--- src/rtl/not_pipe_bank.sv ---
// not_pipe_bank: pipelined bank of WIDTH inverters with a programmable
// per-bit polarity mask and valid/ready handshakes on both sides.
// A bit inverts where the mask is 1 and passes through where it is 0.
// The transform happens when a beat enters stage 1; later stages only
// move data forward, so a mask change never touches beats already inside.

module not_pipe_bank #(
    parameter int               WIDTH      = 8,
    parameter int               DEPTH      = 2,
    parameter logic [WIDTH-1:0] RESET_MASK = {WIDTH{1'b1}}
) (
    input  logic             clk,
    input  logic             rst,
    input  logic             mask_wr,
    input  logic [WIDTH-1:0] mask_in,
    output logic [WIDTH-1:0] mask_out,
    input  logic             in_valid,
    output logic             in_ready,
    input  logic [WIDTH-1:0] in_data,
    output logic             out_valid,
    input  logic             out_ready,
    output logic [WIDTH-1:0] out_data,
    output logic             busy
);

    logic [WIDTH-1:0] mask;
    logic [DEPTH:1]   vld;
    logic [WIDTH-1:0] dat [1:DEPTH];

    logic [DEPTH:1]   can_load;
    logic [DEPTH:1]   src_vld;
    logic [WIDTH-1:0] src_dat [1:DEPTH];

    // Ready chain from the output back to the input: a stage can load when it
    // is empty or when its own content moves on during this cycle.
    always_comb begin : ready_chain
        logic run;
        can_load = '0;
        run = !vld[DEPTH] || out_ready;
        can_load[DEPTH] = run;
        for (int k = DEPTH - 1; k >= 1; k--) begin
            run = !vld[k] || run;
            can_load[k] = run;
        end
    end

    // What each stage would load: stage 1 takes the masked input, the rest
    // take the previous stage unchanged.
    always_comb begin
        src_vld = '0;
        for (int k = 1; k <= DEPTH; k++) begin
            src_dat[k] = '0;
        end
        src_vld[1] = in_valid;
        src_dat[1] = in_data ^ mask;
        for (int k = 2; k <= DEPTH; k++) begin
            src_vld[k] = vld[k-1];
            src_dat[k] = dat[k-1];
        end
    end

    // Mask register and pipeline stages. Data only updates when a real beat
    // arrives, so bubbles leave the stage contents (and out_data) untouched.
    always_ff @(posedge clk or posedge rst) begin
        if (rst) begin
            mask <= RESET_MASK;
            vld  <= '0;
            for (int k = 1; k <= DEPTH; k++) begin
                dat[k] <= '0;
            end
        end else begin
            if (mask_wr) begin
                mask <= mask_in;
            end
            for (int k = 1; k <= DEPTH; k++) begin
                if (can_load[k]) begin
                    vld[k] <= src_vld[k];
                    if (src_vld[k]) begin
                        dat[k] <= src_dat[k];
                    end
                end
            end
        end
    end

    assign in_ready  = can_load[1];
    assign out_valid = vld[DEPTH];
    assign out_data  = dat[DEPTH];
    assign busy      = |vld;
    assign mask_out  = mask;

endmodule
--- config.mk ---
export PLATFORM = sky130hd
export DESIGN_NAME = not_pipe_bank
export DESIGN_NICKNAME = d
export VERILOG_FILES = /design/src/rtl/not_pipe_bank.sv
export SDC_FILE = /design/constraint.sdc
export NUM_CORES = 1
export LEC_CHECK = 0
export ABC_AREA = 1
export BUFFER_PORTS_ARGS = -buffer_cell sky130_fd_sc_hd__buf_2
export CORE_ASPECT_RATIO = 1.5
export CORE_MARGIN = 2
export CORE_UTILIZATION = 53
export DETAILED_ROUTE_END_ITERATION = 16
export PLACE_DENSITY = 0.94
export SLEW_MARGIN = 20
export SYNTH_ARGS = -nofsm -noshare
export SYNTH_HDL_FRONTEND = slang
export SYNTH_SLANG_ARGS = --single-unit
--- constraint.sdc ---
create_clock -name clk -period 2.3 [get_ports clk]
set_input_delay 0.345 -clock clk [delete_from_list [all_inputs] [get_ports clk]]
set_output_delay 0.345 -clock clk [all_outputs]
set_load 0.02 [all_outputs]
# Word level (Yosys, flattened, before mapping)
# Cells that the tools add are included.
[totals] register_bits=26 output_inout_bits=19 in_bits=21 elab_cells=13
[op_classes] reduce_logical=7 n_bitwise=1
[op_table] cell="8-bit bitwise XOR" n=1
[op_table] cell="2-bit AND reduction" n=2
[op_table] cell="1-bit zero test" n=2
[op_table] cell="1-bit logical OR" n=2
[op_table] cell="2-bit OR reduction" n=1

# Longest topological paths before layout
[logic_depth] ltp_word=4 depth_mapped=5

# Worst setup path after synthesis
# OpenSTA, ideal clock, no wires.
[synth_path] path_type="reg2out" from="register vld[1] in the netlist's numbering" to="output busy" required_ns=1.955 path_slack_ns=1.121 arrival_ns=0.834 stages_incl_launch_ff=3 cell_sequence="dfrtp_1 -> clkbuf_8 -> or2_1"
[synth_between] elab_chain_cells=1
[synth_lines] item="start, declared" line="27" text="logic [DEPTH:1] vld;"
[synth_lines] item="start signal, assigned by index" line="77" text="vld[k] <= src_vld[k];"
[synth_lines] item="2-bit OR reduction" line="89" text="assign busy = |vld;"
[synth_lines] item="end, declared" line="23" text="output logic busy"
# Every way passes these cells.

# Worst setup path in the final report
[layout_path] from="register vld[1] in the netlist's numbering" to="output in_ready"
[layout_between] elab_chain_cells=2
[layout_lines] item="1-bit zero test" line="42" text="run = !vld[k] || run;"
[layout_lines] item="1-bit logical OR" line="42"
[layout_lines] item="end, declared" line="18" text="output logic in_ready,"
# Every way passes these cells.

==> summary.md <==
| Metric | Value |
|---|---|
| H-tree levels | `1` |
| Setup Skew | `7.09 ps` |
| Root Buffer | `clkbuf_4` |
| RSZ-0062 raised after global routing | `no` |
| Synth top area share | `36.5%` |
| WP buf/inv | `1` |
| Post-CTS resize count | `0` |
| # port buffers | `39` |
| Commonest cells post-synth | `nand2_1 (66), dfrtp_1 (18), inv_1 (18)` |
| Syn Inst Count | `151` |
| Total core area | `2210 um2` |
| Crit path DAT | `1440 ps` |
| Syn nets | `172` |
| Slowest stage delay, CP | `590 ps` |
| Worst VDD drop | `0.545 mV` |
| Clock Path Buffers | `2` |
| Netlist cell types | `14` |
| Synth Flop Type | `dfrtp_1` |
| Static leakage | `0.846 nW` |
| # hold bufs at CTS | `0` |
| Layout cell share with drive strength beyond 1 | `30.6%` |
| Routed wire per std cell | `9.84 um` |
| Initial Utilization | `55.9%` |
| Slowest cell on crit path | `dfrtp_1` |
| Outcome | `finished, final reports clean` |
| Post-DRT Antenna Nets | `0` |
| Fin util | `64.3%` |
| Kind of critical path | `flip-flop to primary output` |
| Worst-path cell chain | `nand3_2 > buf_2` |
| Rel. slew slack | `54.7%` |
| Worst-skew pair later-pin latency | `330 ps` |
| Met3 wire len | `114 um` |
| # DRC | `0` |
| Mean area per synthesized cell | `8.17 um2` |
| Via density | `4.68` |
| Synth area leaders | `dfrtp_1 (37%), nand2_1 (20%), dfstp_2 (17%)` |
| Final Slew Violations | `0` |
| Antenna violations before repair | `0` |
| First-pass GRT wire length | `3660 um` |
| Worst-path clk slew | `140 ps` |
| Syn-to-layout area delta | `15.1%` |
| Placer congestion estimate | `0.745` |
| YS warnings | `0` |
| Synthesized cell area | `1230 um2` |
| Met2 routed WL | `1020 um` |
| CTS Buf Count | `3` |
| Detailed Route WL | `2030 um` |
| P per Cell Area | `864 nW/um2` |
| CP required | `1960 ps` |
| Half-perimeter wire length of the detailed placement result | `1620 um` |
| M1 wire length | `835 um` |
| Worst hold path class | `primary input to asynchronous set/reset pin` |
| Achievable Freq | `0.560 GHz` |
| Tot Pwr | `1.23 mW` |
| Post-CTS Setup Bufs | `0` |
| Worst hold slack | `85.9 ps` |
| Slew of the pin with the lowest slew margin | `678 ps` |
| Initial detailed-routing violation count | `19` |
| Post-synthesis async set-or-reset flop share | `100%` |
| CP max FO | `11` |
| CTS tree | `built` |
| Hold Vio Cnt, Final | `0` |
| Nature of the critical path startpoint | `flip-flop` |
| Register area share after synthesis | `53.5%` |
| CP Capture Type | `primary output` |
| Via count | `964` |
| Clock sinks | `26` |
| Tcrit/Tclk final | `77.6%` |
| GRT overflow | `0` |
| Count leader, synth | `nand2_1` |
| Ant diodes | `0` |
| Top sig layer | `met4` |
| Cell taking the most area after synthesis | `dfrtp_1` |
| Ports | `40` |
| Post-synth EDFFs | `0` |
| Max Cap Viol | `0` |
| Endpoints failing setup | `0` |
| Largest net degree at the start of global routing | `20` |
| DIE AREA | `2740 um2` |
| Worst setup margin | `514 ps` |
| All-Layer GR Usage | `17.6%` |
| Die span in y | `63.1 um` |
| Pre-CTS WS | `901 ps` |
| Fill cell count | `213` |
| Min Tclk post-route | `1790 ps` |
| Yosys reg bits | `26` |
| Nets | `205` |
| Row count | `21` |
| Number of global-route vias before repair | `973` |
| Die width | `43.4 um` |
| Kind of cell adding the most delay to the critical path | `flip-flops` |
| DRT Pass-1 Iters | `4` |
| Setup_tns | `0 ps` |
## area by class of cell
class / count / area [um2] / share of cell area (%)
clock buffers: 3 / 22.5 / 1.59
clock inverters: 1 / 30.0 / 2.11
inverters: 18 / 67.6 / 4.76
multi-input cells: 95 / 408 / 28.7
flip-flops and latches: 26 / 661 / 46.5
well taps: 23 / 28.8 / 2.03
repair buffers: 40 / 203 / 14.3
## logic make-up after synthesis
| kind of cell | synth area share (%) |
|---|---|
| buffers and inverters | 13.4 |
| AOI/OAI and AO/OA | 3.25 |
| DFF | 53.5 |
| and+or+nand+nor | 29.8 |
## stage by stage
stage | cell area (um2) | std cells
2_1_floorplan | 1230 | 151
3_3_place_gp | 1370 | 202
3_5_place_dp | 1370 | 202
4_1_cts | 1420 | 206
5_1_grt | 1420 | 206
6_report | 1420 | 206
## routing by layer
layer / vias to the layer above / track usage, %
met3: 4 / 2.87
met2: 34 / 31.2
met1: 413 / 18.7
li1: 513 / -
met5: - / 0
met4: 0 / 10.2
## cells in the final DEF, fill, tap and decap left out, drive strengths merged
| master | synthesis | routed |
|---|---|---|
| nand2 | 69 | 69 |
| buf | 11 | 40 |
| inv | 18 | 18 |
| dfrtp | 18 | 18 |
| nand3 | 17 | 17 |
| o21ai | 8 | 8 |
| dfstp | 8 | 8 |
| clkbuf | 1 | 3 |
| or2 | 1 | 1 |
| bufinv | 0 | 1 |
## power by group
group	internal, mW	total [mW]	switching [mW]
clock	0.176	0.312	0.136
sequential	0.551	0.605	0.0538
combinational	0.109	0.310	0.201
## state kept, by name (all words and copies together), names as in the netlist
register  flops
vld           2
dat           8
out_data      8
mask_out      8
## path summary, 6_finish.rpt
kind	start	to	slack [ps]	cells past startpoint
worst max-delay path	vld[1]	in_ready	510	2
max in group asynchronous	rst	mask_out[0]	1560	3
worst min register to register	out_data[7]	out_data[7]	480	2
min in group clk	mask_in[6]	mask_out[6]	200	3
worst min-delay path	rst	out_data[6]	90	2
worst max register to register	vld[1]	dat[12]	1000	4
Power figures use the tool's default switching activity.
